--- config.mk ---
export PLATFORM = sky130hd
export DESIGN_NAME = stopwatch_display_core
export DESIGN_NICKNAME = d
export VERILOG_FILES = /design/src/rtl/stopwatch_display_core.sv
export SDC_FILE = /design/constraint.sdc
export NUM_CORES = 1
export LEC_CHECK = 0
export ABC_AREA = 1
export CAP_MARGIN = 20
export CORE_ASPECT_RATIO = 2
export CORE_UTILIZATION = 40
export CTS_BUF_LIST = sky130_fd_sc_hd__clkbuf_4
export DETAILED_ROUTE_END_ITERATION = 6
export GPL_ROUTABILITY_DRIVEN = 0
export MAX_ROUTING_LAYER = met4
export PLACE_DENSITY = 0.67
export SLEW_MARGIN = 20
export SYNTH_ARGS = -nofsm -noshare
export SYNTH_HDL_FRONTEND = slang
export SYNTH_SLANG_ARGS = --single-unit
--- constraint.sdc ---
create_clock -name clk -period 1.7 [get_ports clk]
set_clock_uncertainty 0.1 [all_clocks]
set_input_delay 0.34 -clock clk [delete_from_list [all_inputs] [get_ports clk]]
set_output_delay 0.34 -clock clk [all_outputs]
set_load 0.05 [all_outputs]
--- src/rtl/stopwatch_display_core.sv ---
// stopwatch_display_core
//   Centisecond stopwatch (SS.hh) driven by the divider's 100 Hz square wave,
//   with start/pause and lap/clear pushbuttons and a directly driven 4-digit
//   multiplexed 7-segment display.
//
// Ports:
//   clk          system clock (shared with the divider)
//   rst_n        asynchronous active-low reset
//   clk_100      100 Hz square wave, synchronous to clk
//   clk_ctl      2-bit digit scan select from the divider
//   start_pb     start/pause request, one-clk pulse
//   lap_pb       lap/clear request, one-clk pulse
//   running      high while in RUN
//   lap_hold     high while the display is frozen on the lap value
//   wrap         one-cycle pulse when the count rolls over to 00.00
//   bcd_digits   live count {s_tens,s_ones,cs_tens,cs_ones}
//   ssd_ctl      one-hot digit enables, bit0 = rightmost digit
//   ssd_seg      segments {a,b,c,d,e,f,g,dp}
module stopwatch_display_core #(
  parameter int MAX_SEC_TENS   = 5,
  parameter bit SSD_ACTIVE_LOW = 1'b1
) (
  input  logic        clk,
  input  logic        rst_n,
  input  logic        clk_100,
  input  logic [1:0]  clk_ctl,
  input  logic        start_pb,
  input  logic        lap_pb,
  output logic        running,
  output logic        lap_hold,
  output logic        wrap,
  output logic [15:0] bcd_digits,
  output logic [3:0]  ssd_ctl,
  output logic [7:0]  ssd_seg
);

  localparam logic [3:0] MAX_ST = 4'(MAX_SEC_TENS);

  // Idle level of the display buses after polarity is applied.
  localparam logic [3:0] CTL_OFF = SSD_ACTIVE_LOW ? 4'hF  : 4'h0;
  localparam logic [7:0] SEG_OFF = SSD_ACTIVE_LOW ? 8'hFF : 8'h00;

  typedef enum logic [1:0] {IDLE = 2'd0, RUN = 2'd1, PAUSE = 2'd2} state_t;

  state_t      state_q, state_d;
  logic [15:0] cnt_q, cnt_d;
  logic [15:0] held_q, held_d;
  logic        hold_q, hold_d;
  logic        wrap_q, wrap_d;
  logic        clk100_dly_q;
  logic        armed_q;
  logic        clr;
  logic        tick;
  logic [3:0]  ssd_ctl_q, ssd_ctl_d;
  logic [7:0]  ssd_seg_q, ssd_seg_d;

  // Increment a 4-digit BCD count; bit 16 flags the rollover to 00.00.
  function automatic logic [16:0] bcd_inc(input logic [15:0] c);
    logic [3:0] st, so, ct, co;
    logic       wr;
    st = c[15:12];
    so = c[11:8];
    ct = c[7:4];
    co = c[3:0];
    wr = 1'b0;
    if (co != 4'd9) begin
      co = co + 4'd1;
    end else begin
      co = 4'd0;
      if (ct != 4'd9) begin
        ct = ct + 4'd1;
      end else begin
        ct = 4'd0;
        if (so != 4'd9) begin
          so = so + 4'd1;
        end else begin
          so = 4'd0;
          if (st != MAX_ST) begin
            st = st + 4'd1;
          end else begin
            st = 4'd0;
            wr = 1'b1;
          end
        end
      end
    end
    return {wr, st, so, ct, co};
  endfunction

  // Active-low segment pattern, dp off; anything that is not BCD is blank.
  function automatic logic [7:0] seg_decode(input logic [3:0] d);
    case (d)
      4'd0:    return 8'h03;
      4'd1:    return 8'h9F;
      4'd2:    return 8'h25;
      4'd3:    return 8'h0D;
      4'd4:    return 8'h99;
      4'd5:    return 8'h49;
      4'd6:    return 8'h41;
      4'd7:    return 8'h1F;
      4'd8:    return 8'h01;
      4'd9:    return 8'h09;
      default: return 8'hFF;
    endcase
  endfunction

  // armed_q holds off tick detection for the first cycle after reset release,
  // so a divider output that is already high is not mistaken for an edge.
  assign tick = clk_100 & ~clk100_dly_q & armed_q;

  // ---- FSM: state register ----
  always_ff @(posedge clk or negedge rst_n) begin
    if (!rst_n) begin
      state_q <= IDLE;
    end else begin
      state_q <= state_d;
    end
  end

  // ---- FSM: next state ----
  // start_pb takes priority over lap_pb when both arrive together.
  always_comb begin
    state_d = state_q;
    hold_d  = hold_q;
    held_d  = held_q;
    clr     = 1'b0;
    case (state_q)
      IDLE: begin
        if (start_pb) state_d = RUN;
      end
      RUN: begin
        if (start_pb) begin
          state_d = PAUSE;
        end else if (lap_pb) begin
          hold_d = ~hold_q;
          if (!hold_q) held_d = cnt_q;
        end
      end
      PAUSE: begin
        if (start_pb) begin
          state_d = RUN;
        end else if (lap_pb) begin
          if (hold_q) begin
            hold_d = 1'b0;
          end else begin
            state_d = IDLE;
            clr     = 1'b1;
          end
        end
      end
      default: state_d = IDLE;
    endcase
  end

  // ---- FSM: outputs ----
  always_comb begin
    running  = (state_q == RUN);
    lap_hold = hold_q;
  end

  // Count datapath: a tick in the same cycle as RUN->PAUSE still counts,
  // because the increment is gated on the current state.
  always_comb begin
    cnt_d  = cnt_q;
    wrap_d = 1'b0;
    if (clr) begin
      cnt_d = 16'h0000;
    end else if ((state_q == RUN) && tick) begin
      {wrap_d, cnt_d} = bcd_inc(cnt_q);
    end
  end

  // Display scan: select digit from the frozen or live value, then decode.
  always_comb begin
    logic [15:0] disp;
    logic [3:0]  dig;
    logic [7:0]  raw;
    disp = hold_q ? held_q : cnt_q;
    case (clk_ctl)
      2'd0:    begin dig = disp[3:0];   ssd_ctl_d = 4'b1110; end
      2'd1:    begin dig = disp[7:4];   ssd_ctl_d = 4'b1101; end
      2'd2:    begin dig = disp[11:8];  ssd_ctl_d = 4'b1011; end
      default: begin dig = disp[15:12]; ssd_ctl_d = 4'b0111; end
    endcase
    raw = seg_decode(dig);
    if (clk_ctl == 2'd2) raw[0] = 1'b0;
    ssd_seg_d = SSD_ACTIVE_LOW ? raw : ~raw;
    if (!SSD_ACTIVE_LOW) ssd_ctl_d = ~ssd_ctl_d;
  end

  // ---- Register stage: count, lap, tick edge detect, display ----
  always_ff @(posedge clk or negedge rst_n) begin
    if (!rst_n) begin
      cnt_q        <= 16'h0000;
      held_q       <= 16'h0000;
      hold_q       <= 1'b0;
      wrap_q       <= 1'b0;
      clk100_dly_q <= 1'b0;
      armed_q      <= 1'b0;
      ssd_ctl_q    <= CTL_OFF;
      ssd_seg_q    <= SEG_OFF;
    end else begin
      cnt_q        <= cnt_d;
      held_q       <= held_d;
      hold_q       <= hold_d;
      wrap_q       <= wrap_d;
      clk100_dly_q <= clk_100;
      armed_q      <= 1'b1;
      ssd_ctl_q    <= ssd_ctl_d;
      ssd_seg_q    <= ssd_seg_d;
    end
  end

  assign wrap       = wrap_q;
  assign bcd_digits = cnt_q;
  assign ssd_ctl    = ssd_ctl_q;
  assign ssd_seg    = ssd_seg_q;

endmodule

==> tab_implementation.tex, run 1 <==
\begin{tabular}{lr}
\hline
Metric & Value \\
\hline
\multicolumn{2}{l}{\textbf{Worst hold path}} \\
Endpoint of the worst hold-timing path & clk100\_dly\_q\$\_DFF\_PN0\_ \\
Cell count of the worst hold path & 1 \\
Worst hold path startpoint & clk\_100 \\
Type of the worst min-delay path & input pin to flop \\
\multicolumn{2}{l}{\textbf{Route}} \\
Drt drc & 0 \\
Per-cell routed wire length & 13.6 um \\
Final wirelength & 6.96 mm \\
Met1 wire length & 2.40 mm \\
Highest routed metal layer & met4 \\
Count of nets left with antenna violations after detail routing & 0 \\
Met3 WL post-DR & 179 um \\
DRC marker count from the first detailed-route iteration & 76 \\
Via-to-Cell Ratio & 5.00 \\
Count of TritonRoute iterations in the first routing pass & 4 \\
Total length of routed met2 wires & 3.96 mm \\
Count of vias placed by the detailed router & 2558 \\
\multicolumn{2}{l}{\textbf{Global routing}} \\
Total grt overflow & 0 \\
First-pass GRT wire length & 11.3 mm \\
Pin count of the biggest net entering global routing & 26 \\
Vias in the first global route & 2599 \\
Total track usage & 0.216 \\
Number of antenna violations at the first check in global routing & 0 \\
\multicolumn{2}{l}{\textbf{Finish}} \\
Count of inserted antenna diode cells & 0 \\
Final core utilization & 0.634 \\
Synthesis-to-layout area growth & 53.2\% \\
Layout cells sized above 1 & 0.422 \\
Commonest cells after routing, fill and taps aside & 83 x sky130\_fd\_sc\_hd\_\_nand2\_1, 42 x sky130\_fd\_sc\_hd\_\_buf\_4, 32 x sky130\_fd\_sc\_hd\_\_buf\_12, 31 x sky130\_fd\_sc\_hd\_\_inv\_1, 31 x sky130\_fd\_sc\_hd\_\_dfrtp\_1 \\
Filler cell count in the final layout & 531 \\
Non-filler instance count after layout & 512 \\
Count of nets after finishing & 443 \\
Most common cell after layout, fill and taps aside & sky130\_fd\_sc\_hd\_\_nand2\_1 \\
\multicolumn{2}{l}{\textbf{Clock network}} \\
CTS H-tree depth & 2 \\
Maximum clock insertion buffer count & 2 \\
Cell chosen for the clock root & sky130\_fd\_sc\_hd\_\_clkbuf\_4 \\
TritonCTS clock tree & built \\
Total CTS buffers & 5 \\
Clock-pin slew on the worst setup and hold paths & 0.15 ns \\
Clock latency of the later-clocked register in the worst-skew pair & 0.39 ns \\
Number of sinks on the clock net & 49 \\
\multicolumn{2}{l}{\textbf{Setup path}} \\
Top cell family by delay on the critical path & simple AND/OR/NAND/NOR gates \\
R2R Setup Slk & -0.14 ns \\
Category of the worst setup path capture point & flop \\
Type of the worst setup path & flop to flop \\
Endpoint required time on the critical path & 1.93 ns \\
Standard cell with the maximum stage delay on the critical path & sky130\_fd\_sc\_hd\_\_dfrtp\_2 \\
Critical Path, Cell by Cell & buf\_6, nand2\_4, nand2\_2, nand2\_2, nand3\_2, nor2\_4, inv\_2, ha\_4, inv\_2, nand3\_2, nand3\_2, nand2\_1 \\
Most common cell on crit path & sky130\_fd\_sc\_hd\_\_nand3\_2 \\
Maximum cell stage delay along the critical path & 0.52 ns \\
Category of the worst setup path launch point & flop \\
Start of the worst register-to-register path & lap\_hold\$\_DFFE\_PN0P\_ \\
Worst r2r path cells & 12 \\
FF-to-FF End & ssd\_seg[4]\$\_DFF\_PN1\_ \\
Critical path fanouts, max & 7 \\
CP startpoint & lap\_hold\$\_DFFE\_PN0P\_ \\
Data arrival time at the worst-slack endpoint & 2.07 ns \\
Sum of buffers and inverters on the critical path & 3 \\
\multicolumn{2}{l}{\textbf{STA}} \\
Final hold violation count & 0 \\
Final Max Slew Viols & 0 \\
Final setup violation count & 8 \\
Period utilization & 1.08 \\
Minimum period implied by the final worst setup slack & 1.84 ns \\
WHS & 0.313 ns \\
Fmax & 544 MHz \\
RSZ-0062 raised after global routing & yes \\
Setup slack after layout & -0.138 ns \\
\multicolumn{2}{l}{\textbf{Floorplan}} \\
Die boundary height & 119 um \\
Placement Rows & 42 \\
Initial Util & 0.414 \\
Std-Cell Core Area & 6570 um2 \\
Number of ports placed on the die boundary & 38 \\
Die Area & 7150 um2 \\
X dimension of the die & 60.3 um \\
\multicolumn{2}{l}{\textbf{Job}} \\
Max-cap violation count & 0 \\
\multicolumn{2}{l}{\textbf{Yosys}} \\
Post-synthesis cell type count & 34 \\
Synthesized net count & 352 \\
Post-synthesis sequential area ratio & 0.456 \\
Main flop type after synthesis & sky130\_fd\_sc\_hd\_\_dfrtp\_1 \\
Post-synthesis instance area & 2720 um2 \\
Proportion of synthesized flip-flops having asynchronous set or reset & 1.00 \\
Post-synthesis register bit count & 49 \\
Number of enable flip-flop cells after synthesis & 0 \\
Post-Synthesis Mean Instance Area & 8.19 um2 \\
Gate Count Post-Synth & 332 \\
Synthesis warning total & 0 \\
\multicolumn{2}{l}{\textbf{Pwr}} \\
Power density over the cells & 1590 nW/um2 \\
Overall Power & 0.00665 W \\
Leakage power of the design & 2.03 nW \\
Maximum VDD drop & 883 uV \\
\multicolumn{2}{l}{\textbf{Outcome}} \\
Outcome & finished, violations left \\
Violations in the final reports & negative setup slack \\
\multicolumn{2}{l}{\textbf{Placement}} \\
Sum of net half-perimeters after detailed placement & 5.28 mm \\
Number of I/O port buffers & 37 \\
Worst slack after detailed placement & -0.486 ns \\
Inst Count DP & 494 \\
\hline
\end{tabular}
==> per-layer routing <==
metal	global-route usage	vias to the layer above
li1	-	1240
met2	0.382	68
met3	0.0306	27
met4	0.134	0
met5	-	-
met1	0.204	1223
==> Yosys cell counts (2+ instances only) <==
library cell	instances	area, um2
sky130_fd_sc_hd__buf_2	3	15.0
sky130_fd_sc_hd__o21ai_2	6	52.6
sky130_fd_sc_hd__o21ai_1	8	40.0
sky130_fd_sc_hd__nor2_2	4	25.0
sky130_fd_sc_hd__buf_6	2	22.5
sky130_fd_sc_hd__o21ai_0	11	55.1
sky130_fd_sc_hd__buf_4	3	22.5
sky130_fd_sc_hd__nor3_1	4	20.0
sky130_fd_sc_hd__inv_2	4	15.0
sky130_fd_sc_hd__nand4_4	2	42.5
sky130_fd_sc_hd__a21oi_1	4	20.0
sky130_fd_sc_hd__dfrtp_1	38	951
sky130_fd_sc_hd__or2_2	3	18.8
sky130_fd_sc_hd__nor2_1	27	101
sky130_fd_sc_hd__nand2_2	7	43.8
sky130_fd_sc_hd__ha_1	13	163
sky130_fd_sc_hd__inv_1	36	135
sky130_fd_sc_hd__a31oi_1	8	50.1
sky130_fd_sc_hd__xor2_1	4	35.0
sky130_fd_sc_hd__nand3_1	25	125
sky130_fd_sc_hd__dfstp_2	11	289
sky130_fd_sc_hd__nand3_2	3	30.0
sky130_fd_sc_hd__nand2_1	95	357
==> what timing repair did <==
item                                   4_1_cts  5_1_grt
hold buffers                                 1        0
gates resized for setup                     24       25
pin swaps                                    2        8
setup endpoints to repair                   17       19
buffers inserted                             5        4
endpoints found under the hold margin       13        0
==> report_power, final <==
| group | internal (W) | switching, W |
|---|---|---|
| Clock | 0.000178 | 0.000392 |
| Combinational | 0.00188 | 0.00224 |
| Sequential | 0.00161 | 0.000341 |
| Total | 0.00367 | 0.00297 |
==> worst max path at each step <==
| stage | endpoint | slack, ns | depth (start not counted) |
|---|---|---|---|
| floorplan | ssd_seg[4]$_DFF_PN1_ | -0.16 | 11 |
| global placement | ssd_seg[4]$_DFF_PN1_ | -0.40 | 11 |
| detailed placement | ssd_seg[4]$_DFF_PN1_ | -0.49 | 11 |
| CTS | ssd_seg[4]$_DFF_PN1_ | -0.08 | 11 |
| global route | ssd_seg[2]$_DFF_PN1_ | -0.24 | 12 |
| finish | ssd_seg[4]$_DFF_PN1_ | -0.14 | 12 |
==> state kept, by name, summed over array words and instances, names as in the netlist <==
register	count
ssd_ctl	3
clk100_dly_q	1
bcd_digits	16
lap_hold	1
armed_q	1
wrap	1
held_q	16
ssd_seg	8
state_q	2
==> metrics by stage <==
step	area, um2	TNS (ns)
after floorplan	2770	-0.695
after global placement	3840	-4.79
after detailed placement	3840	-5.95
after CTS	4040	-0.238
after global routing	4170	-1.60
final	4170	-0.754
==> area by class of cell <==
type                    count  area, um2  share of cell area
flip-flops and latches     49       1250               0.300
repair buffers             92       1140               0.275
clock buffers               6       45.0              0.0108
inverters                  40        153              0.0366
multi-input cells         235       1450               0.348
well taps                  88        110              0.0264
clock inverters             2       15.0             0.00360
==> cells by family (layout without fill, tap and decap cells) <==
group	Yosys count	after routing	share of synthesized area
AO/OA/AOI/OAI	42	42	0.0966
XOR/XNOR	4	4	0.0129
adder cells (fa/ha/maj)	13	13	0.0598
buffers and inverters	48	140	0.0773
flip-flops	49	49	0.456
other	1	1	0.00138
AND/OR/NAND/NOR	175	175	0.296
==> worst register-to-register path, stage by stage, from the launching register on <==
cell and delay (ns):
sky130_fd_sc_hd__dfrtp_2 0.52, sky130_fd_sc_hd__buf_6 0.17, sky130_fd_sc_hd__nand2_4 0.06, sky130_fd_sc_hd__nand2_2 0.07, sky130_fd_sc_hd__nand2_2 0.07, sky130_fd_sc_hd__nand3_2 0.09, sky130_fd_sc_hd__nor2_4 0.19, sky130_fd_sc_hd__inv_2 0.08
sky130_fd_sc_hd__ha_4 0.16, sky130_fd_sc_hd__inv_2 0.05, sky130_fd_sc_hd__nand3_2 0.08, sky130_fd_sc_hd__nand3_2 0.09, sky130_fd_sc_hd__nand2_1 0.05
No activity file was read; power rests on OpenSTA's default activity.
==> inputs of run 2 (changes only) <==
--- a/config.mk
+++ b/config.mk
@@ -14,7 +14,6 @@
 export GPL_ROUTABILITY_DRIVEN = 0
 export MAX_ROUTING_LAYER = met4
 export PLACE_DENSITY = 0.67
-export SLEW_MARGIN = 20
 export SYNTH_ARGS = -nofsm -noshare
 export SYNTH_HDL_FRONTEND = slang
 export SYNTH_SLANG_ARGS = --single-unit
==> results of run 2 <==
Final layout, timing and power as in run 1 (identical DEF).
==> inputs of run 3 (changes only) <==
--- a/config.mk
+++ b/config.mk
@@ -8,12 +8,12 @@
 export ABC_AREA = 1
 export CAP_MARGIN = 20
 export CORE_ASPECT_RATIO = 2
-export CORE_UTILIZATION = 40
+export CORE_UTILIZATION = 39
 export CTS_BUF_LIST = sky130_fd_sc_hd__clkbuf_4
 export DETAILED_ROUTE_END_ITERATION = 6
 export GPL_ROUTABILITY_DRIVEN = 0
 export MAX_ROUTING_LAYER = met4
-export PLACE_DENSITY = 0.67
+export PLACE_DENSITY = 0.66
 export SYNTH_ARGS = -nofsm -noshare
 export SYNTH_HDL_FRONTEND = slang
 export SYNTH_SLANG_ARGS = --single-unit
==> run 3 against run 2 <==
- the flow still finishes with violations (negative setup slack)
- final cell count up 1.4%
- wire length down 2.7%
- utilization down 0.29 points
- die area up 2.5%
- critical path type unchanged
- critical endpoint unchanged
- largest cell class unchanged
==> tab_implementation.tex, run 3 (synthesized netlist as in run 1, its figures left out) <==
\begin{tabular}{lr}
\hline
Metric & Value \\
\hline
\multicolumn{2}{l}{\textbf{Outcome}} \\
Outcome & finished, violations left \\
Violations in the final reports & negative setup slack \\
\multicolumn{2}{l}{\textbf{Global routing}} \\
Vias in the first global route & 2575 (-0.92\%) \\
Pin count of the biggest net entering global routing & 50 (+92\%) \\
First-pass GRT wire length & 11.0 mm (-2.2\%) \\
Number of antenna violations at the first check in global routing & 0 (unchanged) \\
Total track usage & 0.208 (-0.00818) \\
Total grt overflow & 0 (unchanged) \\
\multicolumn{2}{l}{\textbf{Placement}} \\
Number of I/O port buffers & 37 (unchanged) \\
Dpl cell area & 3850 um2 (+0.39\%) \\
Sum of net half-perimeters after detailed placement & 4.96 mm (-6.2\%) \\
\multicolumn{2}{l}{\textbf{Pwr}} \\
Leakage power of the design & 2.09 nW (+2.6\%) \\
Power density over the cells & 1560 nW/um2 (-2.2\%) \\
Sequential fraction of design power & 0.296 (+0.002) \\
Maximum VDD drop & 1140 uV (+30\%) \\
Share of total power in the clock network & 0.086 (about the same) \\
Logic gate share of total power & 0.618 (-0.003) \\
Switching Share & 0.441 (-0.00701) \\
Internal power of the cells & 0.00368 W (+0.16\%) \\
Total net switching power & 0.00290 W (-2.6\%) \\
\multicolumn{2}{l}{\textbf{Floorplan}} \\
Die boundary height & 120 um (+1.3\%) \\
X dimension of the die & 61.1 um (+1.2\%) \\
Number of ports placed on the die boundary & 38 (unchanged) \\
Placement Rows & 42 (unchanged) \\
Die Area & 7330 um2 (+2.5\%) \\
Std-Cell Core Area & 6670 um2 (+1.6\%) \\
Initial Util & 0.408 (-0.00652) \\
\multicolumn{2}{l}{\textbf{Clock network}} \\
Number of sinks on the clock net & 49 (unchanged) \\
CTS H-tree depth & 2 (unchanged) \\
TritonCTS clock tree & built \\
Total CTS buffers & 5 (unchanged) \\
Maximum clock insertion buffer count & 2 (unchanged) \\
Clock latency of the later-clocked register in the worst-skew pair & 0.39 ns (about the same) \\
Cell chosen for the clock root & sky130\_fd\_sc\_hd\_\_clkbuf\_4 \\
Clock-pin slew on the worst setup and hold paths & 0.16 ns (about the same) \\
\multicolumn{2}{l}{\textbf{Route}} \\
Count of nets left with antenna violations after detail routing & 0 (unchanged) \\
Count of TritonRoute iterations in the first routing pass & 4 (unchanged) \\
Per-cell routed wire length & 13.0 um (-4.0\%) \\
Final wirelength & 6.77 mm (-2.7\%) \\
Count of vias placed by the detailed router & 2492 (-2.6\%) \\
DRC marker count from the first detailed-route iteration & 103 (+36\%) \\
Drt drc & 0 (unchanged) \\
Via-to-Cell Ratio & 4.80 (-3.9\%) \\
\multicolumn{2}{l}{\textbf{STA}} \\
Period utilization & 1.08 (about the same) \\
Final setup violation count & 18 (+10) \\
Setup slack after layout & -0.139 ns (-0.0000680 ns) \\
Final hold violation count & 0 (unchanged) \\
Minimum period implied by the final worst setup slack & 1.84 ns (+0.0000680 ns) \\
RSZ-0062 raised after global routing & yes \\
Final Max Slew Viols & 0 (unchanged) \\
Fmax & 544 MHz (about the same) \\
\multicolumn{2}{l}{\textbf{Setup path}} \\
Critical path fanouts, max & 7 (unchanged) \\
Endpoint required time on the critical path & 1.93 ns (about the same) \\
Standard cell with the maximum stage delay on the critical path & sky130\_fd\_sc\_hd\_\_dfrtp\_2 \\
Critical Path, Cell by Cell & buf\_6, nand2\_2, nand2\_2, nand2\_2, nand3\_2, nor2\_4, inv\_2, ha\_2, inv\_1, nand3\_2, nand3\_2, nand2\_1 \\
Maximum cell stage delay along the critical path & 0.53 ns (about the same) \\
Category of the worst setup path capture point & flop \\
Type of the worst setup path & flop to flop \\
Data arrival time at the worst-slack endpoint & 2.06 ns (about the same) \\
Category of the worst setup path launch point & flop \\
\multicolumn{2}{l}{\textbf{Finish}} \\
Commonest cells after routing, fill and taps aside & 81 x sky130\_fd\_sc\_hd\_\_nand2\_1, 45 x sky130\_fd\_sc\_hd\_\_buf\_4, 33 x sky130\_fd\_sc\_hd\_\_inv\_1, 32 x sky130\_fd\_sc\_hd\_\_buf\_12, 31 x sky130\_fd\_sc\_hd\_\_dfrtp\_1 \\
Count of nets after finishing & 450 (+1.6\%) \\
Post-route cell area & 4220 um2 (+1.1\%) \\
Most common cell after layout, fill and taps aside & sky130\_fd\_sc\_hd\_\_nand2\_1 \\
Synthesis-to-layout area growth & 55.0\% \\
Layout cells sized above 1 & 0.427 (+0.00474) \\
Final core utilization & 0.632 (-0.00287) \\
Filler cell count in the final layout & 552 (+4.0\%) \\
Count of inserted antenna diode cells & 0 (unchanged) \\
\multicolumn{2}{l}{\textbf{Worst hold path}} \\
Type of the worst min-delay path & input pin to flop \\
\multicolumn{2}{l}{\textbf{Job}} \\
Max-cap violation count & 0 (unchanged) \\
\hline
\end{tabular}
==> run 3: final timing paths <==
check | slack, ns | from | to | depth (start not counted)
worst min-delay path | 0.31 | clk_100 | clk100_dly_q$_DFF_PN0_ | 1
max in group asynchronous | 0.87 | rst_n | ssd_seg[4]$_DFF_PN1_ | 3
worst max register to register | -0.14 | lap_hold$_DFFE_PN0P_ | ssd_seg[4]$_DFF_PN1_ | 12
worst max-delay path | -0.14 | lap_hold$_DFFE_PN0P_ | ssd_seg[4]$_DFF_PN1_ | 12
min in group asynchronous | 0.33 | rst_n | held_q[1]$_DFFE_PN0P_ | 3
worst min register to register | 0.41 | held_q[5]$_DFFE_PN0P_ | held_q[5]$_DFFE_PN0P_ | 2
==> run 3: power groups by stage <==
| stage | logic (W) | clock network, W | registers [W] |
|---|---|---|---|
| after CTS | 0.00380 | 0.000577 | 0.00193 |
| after detailed placement | 0.00363 | 0 | 0.00195 |
| final | 0.00406 | 0.000567 | 0.00195 |
| after global placement | 0.00356 | 0 | 0.00193 |
| after floorplan | 0.00140 | 0 | 0.00252 |
| after global routing | 0.00439 | 0.000626 | 0.00199 |
==> run 3: final cells by class <==
cell class / instances / area (um2) / area share
clock buffers: 6 / 45.0 / 0.0107
clock inverters: 2 / 10.0 / 0.00237
inverters: 40 / 153 / 0.0362
multi-input cells: 236 / 1450 / 0.343
flip-flops and latches: 49 / 1250 / 0.296
well taps: 88 / 110 / 0.0261
repair buffers: 98 / 1200 / 0.285
==> run 3: routing by layer <==
metal	routed length, um	GRT usage
met2	3950	0.362
met5	0	-
met1	2510	0.214
met4	170	0.108
met3	130	0.0291
==> run 3: critical path: cells and delay by family, from the launching register on <==
kind / cells / cell delay, ns
buf+inv: 3 / 0.27
flops: 1 / 0.53
fa+ha+maj: 1 / 0.17
simple gates: 8 / 0.69
==> run 3: repair_timing <==
action / 4_1_cts / 5_1_grt
gates cloned: 1 / 0
hold buffers: 1 / 0
pin swaps: 4 / 9
endpoints found under the setup margin: 19 / 17
setup buffers: 5 / 8
hold endpoints to repair: 38 / 0
resized for setup: 18 / 36
==> run 3: stage by stage <==
| step | power, W | instances | setup WS [ns] | hold WS [ns] | TNS, ns |
|---|---|---|---|---|---|
| after CTS | 0.00631 | 511 | -0.123 | 0.299 | -0.414 |
| after global placement | 0.00549 | 496 | -0.414 | 0.250 | -4.78 |
| after detailed placement | 0.00557 | 496 | -0.472 | 0.248 | -5.95 |
| after global routing | 0.00700 | 519 | -0.257 | 0.297 | -2.75 |
| after floorplan | 0.00392 | 332 | -0.158 | -0.0556 | -0.695 |
| final | 0.00657 | 519 | -0.139 | 0.312 | -1.27 |
